[config.mk]
export PLATFORM = sky130hd
export DESIGN_NAME = apb_master_bridge
export DESIGN_NICKNAME = d
export VERILOG_FILES = /design/src/rtl/gcd_apb_pkg.sv /design/src/rtl/apb_master_bridge.sv
export SDC_FILE = /design/constraint.sdc
export NUM_CORES = 1
export LEC_CHECK = 0
export ABC_AREA = 1
export BUFFER_PORTS_ARGS = -buffer_cell sky130_fd_sc_hd__buf_2
export CORE_ASPECT_RATIO = 0.5
export CORE_UTILIZATION = 47
export CTS_CLUSTER_DIAMETER = 60
export DETAILED_ROUTE_END_ITERATION = 8
export PLACE_DENSITY = 0.83
export SETUP_SLACK_MARGIN = 0.4
export SYNTH_ARGS = -nofsm -noshare
export SYNTH_HDL_FRONTEND = slang
export SYNTH_SLANG_ARGS = --single-unit
[constraint.sdc]
create_clock -name CLK -period 2.05 [get_ports CLK]
set_input_delay 0.205 -clock CLK [delete_from_list [all_inputs] [get_ports CLK]]
set_output_delay 0.205 -clock CLK [all_outputs]
set_load 0.005 [all_outputs]
[src/rtl/gcd_apb_pkg.sv]
// Shared definitions for the GCD wrapper's APB path.
//   - APB address and data widths
//   - bridge state encoding (IDLE=0, SETUP=1, ACCESS=2, RESP=3)
//   - word_align: clears the byte-lane bits of an APB address
package gcd_apb_pkg;

  localparam int APB_ADDR_W = 32;
  localparam int APB_DATA_W = 32;

  localparam logic [1:0] ST_IDLE_ENC   = 2'd0;
  localparam logic [1:0] ST_SETUP_ENC  = 2'd1;
  localparam logic [1:0] ST_ACCESS_ENC = 2'd2;
  localparam logic [1:0] ST_RESP_ENC   = 2'd3;

  typedef enum logic [1:0] {
    ST_IDLE   = ST_IDLE_ENC,
    ST_SETUP  = ST_SETUP_ENC,
    ST_ACCESS = ST_ACCESS_ENC,
    ST_RESP   = ST_RESP_ENC
  } apb_state_e;

  // The APB slave only decodes whole words, so the two byte-lane bits are zeroed.
  function automatic logic [APB_ADDR_W-1:0] word_align(input logic [APB_ADDR_W-1:0] addr);
    return addr & ~APB_ADDR_W'(3);
  endfunction

endpackage

[src/rtl/apb_master_bridge.sv]
// APB3 initiator. Takes one request at a time from a valid/ready request
// channel, runs it as an APB SETUP + ACCESS transfer and returns read data
// and status on a valid/ready response channel. A hung slave is cut off
// after TIMEOUT ACCESS cycles (TIMEOUT = 0 waits forever).
//
// Ports
//   CLK, RESETn                        clock, async active-low reset
//   REQ_VALID/REQ_READY                request handshake (ready only in IDLE)
//   REQ_WRITE, REQ_ADDR, REQ_WDATA     request payload
//   RSP_VALID/RSP_READY                response handshake
//   RSP_RDATA, RSP_ERR, RSP_TIMEOUT    response payload
//   PADDR, PSEL, PENABLE, PWRITE,
//   PWDATA                             APB initiator outputs
//   PREADY, PSLVERR, PRDATA            APB slave returns
//
// state  | meaning
// -------+------------------------------------------------------------
// IDLE   | REQ_READY=1, waiting for a request
// SETUP  | APB setup phase, PSEL=1 PENABLE=0, one cycle
// ACCESS | APB access phase, waiting for PREADY or the timeout
// RESP   | RSP_VALID=1, response held until RSP_READY
module apb_master_bridge
  import gcd_apb_pkg::*;
#(
  parameter int unsigned TIMEOUT = 16,
  parameter int unsigned CNT_W   = 8
) (
  input  logic                  CLK,
  input  logic                  RESETn,
  input  logic                  REQ_VALID,
  output logic                  REQ_READY,
  input  logic                  REQ_WRITE,
  input  logic [APB_ADDR_W-1:0] REQ_ADDR,
  input  logic [APB_DATA_W-1:0] REQ_WDATA,
  output logic                  RSP_VALID,
  input  logic                  RSP_READY,
  output logic [APB_DATA_W-1:0] RSP_RDATA,
  output logic                  RSP_ERR,
  output logic                  RSP_TIMEOUT,
  output logic [APB_ADDR_W-1:0] PADDR,
  output logic                  PSEL,
  output logic                  PENABLE,
  output logic                  PWRITE,
  output logic [APB_DATA_W-1:0] PWDATA,
  input  logic                  PREADY,
  input  logic                  PSLVERR,
  input  logic [APB_DATA_W-1:0] PRDATA
);

  // Down-counter loaded in SETUP; the abort fires when it has reached zero
  // on a not-ready ACCESS cycle, i.e. on the TIMEOUT-th ACCESS cycle.
  localparam logic [CNT_W-1:0] TC_LOAD = (TIMEOUT == 0) ? '0 : CNT_W'(TIMEOUT - 1);
  localparam bit               TMO_EN  = (TIMEOUT != 0);

  apb_state_e       state;
  logic [CNT_W-1:0] tmo_cnt;

  always_ff @(posedge CLK or negedge RESETn) begin
    if (!RESETn) begin
      state       <= ST_IDLE;
      REQ_READY   <= 1'b1;
      PSEL        <= 1'b0;
      PENABLE     <= 1'b0;
      PWRITE      <= 1'b0;
      PADDR       <= '0;
      PWDATA      <= '0;
      RSP_VALID   <= 1'b0;
      RSP_RDATA   <= '0;
      RSP_ERR     <= 1'b0;
      RSP_TIMEOUT <= 1'b0;
      tmo_cnt     <= '0;
    end else begin
      case (state)
        ST_IDLE: begin
          if (REQ_VALID) begin
            PWRITE    <= REQ_WRITE;
            PADDR     <= word_align(REQ_ADDR);
            PWDATA    <= REQ_WDATA;
            REQ_READY <= 1'b0;
            PSEL      <= 1'b1;
            state     <= ST_SETUP;
          end
        end

        ST_SETUP: begin
          PENABLE <= 1'b1;
          tmo_cnt <= TC_LOAD;
          state   <= ST_ACCESS;
        end

        ST_ACCESS: begin
          // PREADY is checked first so a completion on the last allowed
          // cycle is reported as a normal transfer, not a timeout.
          if (PREADY) begin
            RSP_RDATA   <= PWRITE ? '0 : PRDATA;
            RSP_ERR     <= PSLVERR;
            RSP_TIMEOUT <= 1'b0;
            PSEL        <= 1'b0;
            PENABLE     <= 1'b0;
            RSP_VALID   <= 1'b1;
            state       <= ST_RESP;
          end else if (TMO_EN && (tmo_cnt == '0)) begin
            RSP_RDATA   <= '0;
            RSP_ERR     <= 1'b1;
            RSP_TIMEOUT <= 1'b1;
            PSEL        <= 1'b0;
            PENABLE     <= 1'b0;
            RSP_VALID   <= 1'b1;
            state       <= ST_RESP;
          end else if (TMO_EN) begin
            tmo_cnt <= tmo_cnt - CNT_W'(1);
          end
        end

        ST_RESP: begin
          if (RSP_READY) begin
            RSP_VALID <= 1'b0;
            REQ_READY <= 1'b1;
            state     <= ST_IDLE;
          end
        end

        default: begin
          PSEL      <= 1'b0;
          PENABLE   <= 1'b0;
          RSP_VALID <= 1'b0;
          REQ_READY <= 1'b1;
          state     <= ST_IDLE;
        end
      endcase
    end
  end

endmodule

==> impl_metrics.yaml, run 1 <==
outcome:
  status: "finished clean"
route:
  drt-total-wl_um: 10900
  drt_iter0_markers: 232
  num_vias: 4052
  drc: 0
  vias_per_cell: 4.64
  ant_nets: 0
  wire_per_inst_um: 12.5
  first_pass_iters: 4
global_routing:
  antenna_found_initial: 0
  track_usage: 0.223
  grt-ovfl-total: 0
  grt_pass1_wl_um: 17700
  grt_max_degree: 112
  grt_pass1_vias: 3800
power_and_ir_drop:
  p_clk_frac: 0.202
  pwr-share-comb: 0.378
  p_sw_frac: 0.363
  ir_drop_mv: 0.606
  seqPwrFrac: 0.420
  p_int_mw: 5.55
  powerDensity_nw_per_um2: 1430
  p_leak_nw: 3.61
  switchingPower_mw: 3.17
timing:
  hold_violations: 0
  whs_ps: 47.9
  setup_viol: 0
  fmax_mhz: 647
  tns_ps: 0
  worst_pin_slew_ps: 611
  finClkSkew_ps: 6.88
  layout_setup_ws_ps: 504
  fin_crit_ps: 1550
  slew_headroom: 0.593
  rsz0062_at_grt: "true"
  period_share: 0.754
  slew_violations: 0
clock_network:
  clk_pin_slew_ps: 70
  postCtsSetupBuffers: 0
  cts_inserted_buffers: 9
  clock_sinks: 111
  htree_levels: 3
  clockBufferDepth: 2
  clk-insertion-delay-late_ps: 340
  cts_tree: "done"
  clock-root-buffer: "clkbuf_16"
layout:
  synthToLayoutAreaGrowth_pct: 32.1
  final_layout_size_suffix_gt1_frac: 0.326
  finalCoreUtilization: 0.643
  mostFrequentLayoutCells: "nand2_1, buf_2, dfrtp_1"
  n_antenna_cell: 0
  instances_no_fill: 874
  layout.nets: 842
  fillers: 795
  final_common_cell: "nand2_1"
critical_path:
  slowest_delay_ps: 370
  cp_max_fo: 13
  path_cells: "inv_1, ha_1, nand2_1, nor2_1, nand3_2, nand3_2, inv_1, nand2_1, nand2_1"
  slowest_stage: "dfrtp_1"
  worstSetupPathType: "reg -> reg"
  critPathBufInv: 2
  cp-end-kind: "register"
  crit_top_cell: "nand2_1"
  required_ps: 2270
  cpLargestDelayFamily: "simple AND/OR/NAND/NOR gates"
  crit_path_start_kind: "register"
  worstPathArrival_ps: 1770
flow_run:
  maxCapViolCount: 0
synth:
  yosys_warnings: 0
  synth-seq-cells: 111
  syn_inst: 536
  yosysTopAreaCell: "dfrtp_1"
  yosysUniqueCellTypes: 25
  synth_seq_area_share: 0.601
  avgSynthCellArea_um2: 8.63
  netlist_top_cells_area: "dfrtp_1, nand2_1, nand3_1"
  synth.top_cell.area_share: 0.595
  syn_area_um2: 4630
place:
  io_buffers: 201
  hpwlAfterDp_um: 7800
  pre_cts_ws_ps: 416
  gp_congestion: 0.805
  dp.cells: 857
floorplan:
  die_y_um: 72.2
  ios: 206
  placementRows: 25
  core_area_um2: 9510
  fp.dieArea_um2: 10300
  start_util: 0.486
  die_x_um: 142
hold_path:
  min_path_type: "in -> reg"
[per-stage QoR]
stage / total power, mW / instance area [µm²]
2_1_floorplan: 5.52 / 4630
3_3_place_gp: 6.83 / 5780
3_5_place_dp: 7.00 / 5780
4_1_cts: 8.81 / 6100
5_1_grt: 9.46 / 6110
6_report: 8.72 / 6110
[power by group through the flow]
| stage | sequential, mW | clock, mW | combinational [mW] |
|---|---|---|---|
| after global placement | 3.64 | 0 | 3.19 |
| after CTS | 3.66 | 1.82 | 3.33 |
| final | 3.66 | 1.76 | 3.30 |
| after detailed placement | 3.68 | 0 | 3.32 |
| after floorplan | 3.76 | 0 | 1.76 |
| after global routing | 3.77 | 1.91 | 3.77 |
[metal layers]
| metal | track usage | part of all wire | up-vias |
|---|---|---|---|
| li1 | - | - | 2027 |
| met1 | 0.262 | 0.43 | 1893 |
| met2 | 0.391 | 0.50 | 114 |
| met3 | 0.0673 | 0.045 | 18 |
| met4 | 0.0836 | 0.018 | 0 |
| met5 | 0 | 0 | - |
[synthesized netlist by cell type]
library cell	number
o21ai_1	19
or2_2	1
nand2_2	1
a21oi_1	4
or2_4	1
buf_1	3
dfrtp_1	110
buf_2	10
buf_4	3
nand2_4	1
inv_2	3
clkbuf_1	7
o21ai_0	23
buf_6	3
ha_1	5
dfstp_2	1
conb_1	1
nand3_1	42
nor2_4	1
inv_1	53
xor2_1	2
nor2_1	12
a21boi_1	1
nand3_2	2
nand2_1	227
[state kept, by name, summed over array words and instances (netlist names)]
signal	count
PWDATA	32
RSP_RDATA	32
PADDR	30
tmo_cnt	8
state	2
PENABLE	1
PSEL	1
PWRITE	1
REQ_READY	1
RSP_ERR	1
RSP_TIMEOUT	1
RSP_VALID	1
[worst paths after layout]
path                               from             to  slack (ps)  depth (start not counted)
hold reg to reg                PADDR[4]       PADDR[4]         470                          2
setup reg to reg             tmo_cnt[0]     tmo_cnt[0]         500                          9
min in group asynchronous        RESETn  RSP_RDATA[19]         470                          3
setup / recovery             tmo_cnt[0]     tmo_cnt[0]         500                          9
hold / removal             REQ_WDATA[7]      PWDATA[7]          50                          3
max in group asynchronous        RESETn      PADDR[19]        1100                          3
[repair_timing]
item,CTS,global route
endpoints found under the setup margin,1,12
gates resized for setup,1,2
hold buffers,1,0
hold endpoints to repair,110,0
[cells by family after synthesis]
logic type | share of synthesized area
and+or+nand+nor | 0.253
DFF | 0.601
AOI/OAI and AO/OA | 0.0514
adders and majority gates | 0.0135
buffers and inverters | 0.0765
xor gates and xnor gates | 0.00379
other | 0.000811
[layout make-up]
type	instances	area [µm²]	share of cell area
clock buffers	9	225	0.0369
clock inverters	7	81.3	0.0133
inverters	56	210	0.0344
multi-input cells	344	1510	0.248
flip-flops and latches	111	2780	0.455
well taps	135	169	0.0276
repair buffers	212	1130	0.185
[worst min-delay path, cell delays in order]
cell     delay [ps]
buf_2            70
nand2_1          40
nand2_1          40
Power figures use the tool's default switching activity.
==> inputs of run 2 (changes only) <==
==> constraint.sdc (replaced) <==
create_clock -name CLK -period 1.5 [get_ports CLK]
set_input_delay 0.15 -clock CLK [delete_from_list [all_inputs] [get_ports CLK]]
set_output_delay 0.15 -clock CLK [all_outputs]
set_load 0.005 [all_outputs]
==> impl_metrics.yaml, run 2 (synthesis gave the netlist of run 1 again) <==
outcome:
  status: "complete, but fails checks"
  violations: "hold timing, setup timing"
route:
  drc: 0
  drt_iter0_markers: 460
  wire_per_inst_um: 16.8
  drt-total-wl_um: 15600
  vias_per_cell: 5.12
  ant_nets: 0
  first_pass_iters: 9
  num_vias: 4741
floorplan:
  fp.dieArea_um2: 10300
  placementRows: 25
  core_area_um2: 9510
  start_util: 0.486
  die_x_um: 142
  ios: 206
  die_y_um: 72.2
timing:
  period_share: 1.01
  whs_ps: -1.58
  hold_violations: 3
  finClkSkew_ps: 7.55
  fmax_mhz: 659
  fin_crit_ps: 1520
  tns_ps: -17.3
  setup_viol: 1
  slew_violations: 0
  layout_setup_ws_ps: -17.3
  rsz0062_at_grt: "true"
layout:
  n_antenna_cell: 0
  final-seq-area_um2: 2780
  multi_input_area_um2: 1940
  final_common_cell: "nand2_1"
  fin_area_um2: 7190
  synthToLayoutAreaGrowth_pct: 55.4
  finalCoreUtilization: 0.756
  mostFrequentLayoutCells: "nand2_1, buf_2, dfrtp_1"
  layout.nets: 896
  instances_no_fill: 926
  top_regs: "PWDATA: 32 flops, RSP_RDATA: 32 flops, PADDR: 30 flops"
  fillers: 619
  final_layout_size_suffix_gt1_frac: 0.421
global_routing:
  antenna_found_initial: 0
  grt_max_degree: 49
  grt-ovfl-total: 0
  track_usage: 0.282
  grt_pass1_wl_um: 21800
  grt_pass1_vias: 4388
clock_network:
  clock-root-buffer: "clkbuf_16"
  cts_tree: "done"
  htree_levels: 3
  clk-insertion-delay-late_ps: 360
  clock_sinks: 111
  clk_pin_slew_ps: 70
  cts_inserted_buffers: 9
  clockBufferDepth: 2
critical_path:
  required_ps: 1730
  rr_startpoint: "tmo_cnt[1]"
  r2r_end: "tmo_cnt[0]"
  cp-end-kind: "register"
  r2r_slack_ps: -20
  worstPathArrival_ps: 1750
  crit_path_start_kind: "register"
  worstSetupPathType: "reg -> reg"
  r2r_cells: 10
  cp_max_fo: 7
place:
  io_buffers: 201
  gp_congestion: 0.812
  hpwlAfterDp_um: 7790
  dp.cells: 855
  pre_cts_ws_ps: 38.2
  place_area_um2: 5800
hold_path:
  min_path_type: "in -> reg"
  hold_start: "REQ_WDATA[8]"
  hold_path_end: "PWDATA[8]"
  holdPathStages: 3
power_and_ir_drop:
  p_sw_frac: 0.390
  powerDensity_nw_per_um2: 1910
  p_int_mw: 8.38
  p_leak_nw: 4.02
  p_clk_frac: 0.178
  switchingPower_mw: 5.35
  pwr-share-comb: 0.441
  ir_drop_mv: 0.862
  seqPwrFrac: 0.381
flow_run:
  maxCapViolCount: 0
==> run 2: changes by cell type in the layout (fill, tap and decap cells not counted), sizes merged <==
cell	change
nand3	+1
clkinv	-2
buf	+15
inv	-1
clkinvlp	-2
clkbuf	+6
or2	+3
dlygate4sd3	+32
==> run 2: per-stage QoR <==
stage / total power [mW] / hold WS [ps]
global route: 14.5 / 2.78
global placement: 9.38 / 124
detailed placement: 9.62 / 127
finish: 13.7 / -1.58
floorplan: 7.66 / -146
CTS: 12.7 / 0.144
==> run 2: layout make-up <==
class,instances,area share
clock buffer,12,0.0357
clock inverter,2,0.00540
inverter,56,0.0308
multi-input combinational,348,0.270
sequential,111,0.387
tap,135,0.0235
timing repair buffer,262,0.248
==> run 2: worst max-delay path by stage <==
| stage | start | to | cells past startpoint |
|---|---|---|---|
| after global routing | tmo_cnt[3] | tmo_cnt[0] | 9 |
| after global placement | tmo_cnt[0] | tmo_cnt[0] | 9 |
| after CTS | tmo_cnt[1] | tmo_cnt[0] | 10 |
| after floorplan | state[0] | RSP_RDATA[0] | 7 |
| final | tmo_cnt[1] | tmo_cnt[0] | 10 |
| after detailed placement | state[1] | PADDR[13] | 6 |
==> run 2: power by group through the flow <==
| stage | clock [mW] | combinational [mW] | sequential, mW |
|---|---|---|---|
| after floorplan | 0 | 2.51 | 5.15 |
| after global placement | 0 | 4.39 | 4.99 |
| after detailed placement | 0 | 4.58 | 5.04 |
| after CTS | 2.45 | 5.21 | 5.07 |
| after global routing | 2.60 | 6.57 | 5.33 |
| final | 2.45 | 6.06 | 5.23 |
==> run 2: repair_timing <==
item	4_1_cts	5_1_grt
gates resized for setup	60	54
setup endpoints to repair	112	114
hold buffers	33	0
cloned	7	3
pin swaps	9	6
endpoints found under the hold margin	61	0
buffers inserted	10	4
==> run 2: routing by layer <==
layer	global-route usage	wire length (µm)	vias to the layer above	part of all wire
li1	-	-	2155	-
met1	0.323	5960	2247	0.38
met2	0.498	7800	271	0.50
met3	0.0733	1130	68	0.073
met4	0.145	707	0	0.045
met5	0	0	-	0
==> run 2: worst max-delay path: stages (launching register included) <==
cell	delay, ps
dfrtp_1	400
inv_2	90
ha_4	140
nand2_4	50
nor2_4	110
nand3_4	140
buf_6	170
nand3_4	100
inv_2	70
nand2_1	60
nand2_1	70
==> inputs of run 3 (changes only) <==
--- a/config.mk
+++ b/config.mk
@@ -7,7 +7,6 @@
 export LEC_CHECK = 0
 export ABC_AREA = 1
 export BUFFER_PORTS_ARGS = -buffer_cell sky130_fd_sc_hd__buf_2
-export CORE_ASPECT_RATIO = 0.5
 export CORE_UTILIZATION = 47
 export CTS_CLUSTER_DIAMETER = 60
 export DETAILED_ROUTE_END_ITERATION = 8
==> impl_metrics.yaml, run 3 <==
outcome:
  status: "stopped before the end"
  haltStage: "global routing"
  error: "[ERROR GRT-0232] Routing congestion too high. Check the congestion heatmap in the GUI."
synth:
  synth.top_cell.area_share: 0.595
  yosys_warnings: 0
  yosysUniqueCellTypes: 25
  synth_seq_area_share: 0.601
  netlist_top_cells_count: "nand2_1, dfrtp_1, inv_1"
  syn_inst: 536
  yosysMostFrequentCell: "nand2_1"
  avgSynthCellArea_um2: 8.63
  yosysTopAreaCell: "dfrtp_1"
  synth-seq-cells: 111
  synth_edf_count: 0
  netlist_top_cells_area: "dfrtp_1, nand2_1, nand3_1"
  syn_area_um2: 4630
  synthFlopType: "dfrtp_1"
  ys_async_sr_fraction: 1.00
place:
  io_buffers: 201
  pre_cts_ws_ps: 8.68
  place_area_um2: 5810
  gp_congestion: 0.777
  hpwlAfterDp_um: 8220
floorplan:
  die_x_um: 101
  die_y_um: 101
  placementRows: 35
  start_util: 0.494
  ios: 206
global_routing:
  grt-ovfl-total: 2
  track_usage: 0.696
  grt_max_degree: 48
clock_network:
  clockBufferDepth: 2
  clock_sinks: 111
  clock-root-buffer: "clkbuf_8"
  htree_levels: 3
  cts_inserted_buffers: 9
timing:
  worst_endpoint_kind: "register input"
  crit_endpoint: "RSP_RDATA[13]$_DFFE_PN0P_/D"
-- run 3: cells by family after synthesis --
logic type               Yosys count  share of synthesized area
AND/OR/NAND/NOR                  288                      0.253
flip-flops                       111                      0.601
buffers and inverters             82                     0.0765
AO/OA/AOI/OAI                     47                     0.0514
adder cells (fa/ha/maj)            5                     0.0135
XOR/XNOR                           2                    0.00379
other                              1                   0.000811
-- run 3: repair_timing --
action / CTS
resized for setup: 102
hold buffers: 86
endpoints found under the hold margin: 114
endpoints found under the setup margin: 113
buffers inserted: 18
pin swaps: 38
gates cloned: 17
-- run 3: per-stage QoR --
stage / util / instances / hold slack [ps]
2_1_floorplan: - / 537 / -146
3_3_place_gp: 0.619 / 852 / 106
3_5_place_dp: 0.619 / 852 / 116
4_1_cts: 0.833 / 989 / 0.745
-- run 3: routing by layer --
layer	track usage	overflow
met2	0.897	1
met4	0.683	1
met3	0.531	0
met5	0.101	0
met1	0.690	0
==> inputs of run 4 (changes only) <==
--- a/config.mk
+++ b/config.mk
@@ -7,11 +7,9 @@
 export LEC_CHECK = 0
 export ABC_AREA = 1
 export BUFFER_PORTS_ARGS = -buffer_cell sky130_fd_sc_hd__buf_2
-export CORE_UTILIZATION = 47
-export CTS_CLUSTER_DIAMETER = 60
+export CORE_UTILIZATION = 40
 export DETAILED_ROUTE_END_ITERATION = 8
-export PLACE_DENSITY = 0.83
-export SETUP_SLACK_MARGIN = 0.4
+export PLACE_DENSITY_LB_ADDON = 0.15
 export SYNTH_ARGS = -nofsm -noshare
 export SYNTH_HDL_FRONTEND = slang
 export SYNTH_SLANG_ARGS = --single-unit
==> impl_metrics.yaml, run 4 (synthesis gave the netlist of run 1 again) <==
outcome:
  status: "finished clean"
floorplan:
  core_area_um2: 11000
  die_x_um: 110
  start_util: 0.419
  ios: 206
  die_y_um: 110
  placementRows: 38
  fp.dieArea_um2: 12000
layout:
  final-seq-area_um2: 2780
  final_layout_size_suffix_gt1_frac: 0.318
  layout.nets: 905
  instances_no_fill: 941
  mostFrequentLayoutCells: "nand2_1, buf_2, dfrtp_1"
  final_common_cell: "nand2_1"
  finalCoreUtilization: 0.617
  n_antenna_cell: 0
  top_regs: "PWDATA: 32 flops, RSP_RDATA: 32 flops, PADDR: 30 flops"
  multi_input_area_um2: 1560
  synthToLayoutAreaGrowth_pct: 47.1
  fillers: 980
place:
  gp_congestion: 0.801
  hpwlAfterDp_um: 8230
  dp.cells: 869
  io_buffers: 201
global_routing:
  grt-ovfl-total: 0
  grt_max_degree: 54
  track_usage: 0.212
  antenna_found_initial: 0
  grt_pass1_wl_um: 19600
  grt_pass1_vias: 4210
critical_path:
  required_ps: 1750
  cp-end-kind: "register"
  crit_path_start_kind: "register"
  r2r_slack_ps: 60
  r2r_end: "RSP_RDATA[16]"
  cp_max_fo: 16
  rr_startpoint: "state[0]"
  cp-endpoint: "RSP_RDATA[16]"
  r2r_cells: 5
  crit_path_start: "state[0]"
  worstPathArrival_ps: 1690
  worstSetupPathType: "reg -> reg"
power_and_ir_drop:
  p_total_mw: 12.6
  ir_drop_mv: 0.808
  p_leak_nw: 3.91
  powerDensity_nw_per_um2: 1860
hold_path:
  holdPathStages: 3
  min_path_type: "in -> reg"
clock_network:
  clk_pin_slew_ps: 70
  cts_tree: "done"
  clock-root-buffer: "clkbuf_16"
  cts_inserted_buffers: 9
  clockBufferDepth: 2
  htree_levels: 3
  clock_sinks: 111
  clk-insertion-delay-late_ps: 340
route:
  vias_per_cell: 4.64
  num_vias: 4363
  wire_per_inst_um: 13.3
  ant_nets: 0
  drt_iter0_markers: 184
  drc: 0
  drt-total-wl_um: 12500
  first_pass_iters: 7
timing:
  period_share: 0.958
  fin_crit_ps: 1440
  setup_viol: 0
  hold_violations: 0
  fmax_mhz: 696
  slew_violations: 0
  tns_ps: 0
  finClkSkew_ps: 10.9
flow_run:
  maxCapViolCount: 0
==> run 4: cell type report <==
class / instances / area share
clock inverter: 2 / 0.00570
clock buffer: 13 / 0.0382
multi-input combinational: 345 / 0.229
sequential: 111 / 0.408
timing repair buffer: 274 / 0.262
tap: 140 / 0.0257
inverter: 56 / 0.0313
==> run 4: how the worst min path moves through the flow <==
stage / from / slack (ps) / to
final: REQ_ADDR[19] / 10 / PADDR[19]
after global routing: REQ_ADDR[8] / 7 / PADDR[8]
after CTS: REQ_ADDR[5] / 0.06 / PADDR[5]
after detailed placement: RESETn / -5 / PWDATA[24]
after global placement: RESETn / -8 / PWDATA[24]
after floorplan: RESETn / -150 / PADDR[10]
==> run 4: what timing repair did <==
action	CTS	global route
pin swaps	0	4
gates cloned	0	2
resized for setup	0	24
buffers inserted	0	3
setup endpoints to repair	18	108
hold endpoints to repair	161	0
hold buffers	52	0
==> run 4: stage by stage <==
step           setup WS, ps  hold WS, ps  area, µm²
2_1_floorplan          94.0         -146       4630
3_3_place_gp           44.9        -7.73       5860
3_5_place_dp          -30.9        -4.77       5860
4_1_cts               -29.5       0.0583       6680
5_1_grt               -39.1         7.11       6810
6_report               63.1         10.6       6810
==> run 4: routing by layer <==
layer / vias up / track usage / routed length, µm
li1: 2155 / - / -
met1: 2042 / 0.248 / 5130
met2: 143 / 0.370 / 6360
met3: 23 / 0.0504 / 757
met4: 0 / 0.0933 / 286
met5: - / 0 / 0
==> run 4: power by group <==
part           switching, mW  leakage [nW]  total (mW)  internal (mW)
logic                   2.75          2.37        5.18           2.44
clock network           1.02         0.146        2.41           1.39
registers              0.731          1.39        5.05           4.32
total                   4.50          3.91        12.6           8.14
==> run 4: critical path, cell delays in order, from the launching register on <==
cell	delay [ps]
dfrtp_1	380
inv_1	80
ha_2	250
nand2_4	100
or2_4	340
o21ai_0	200
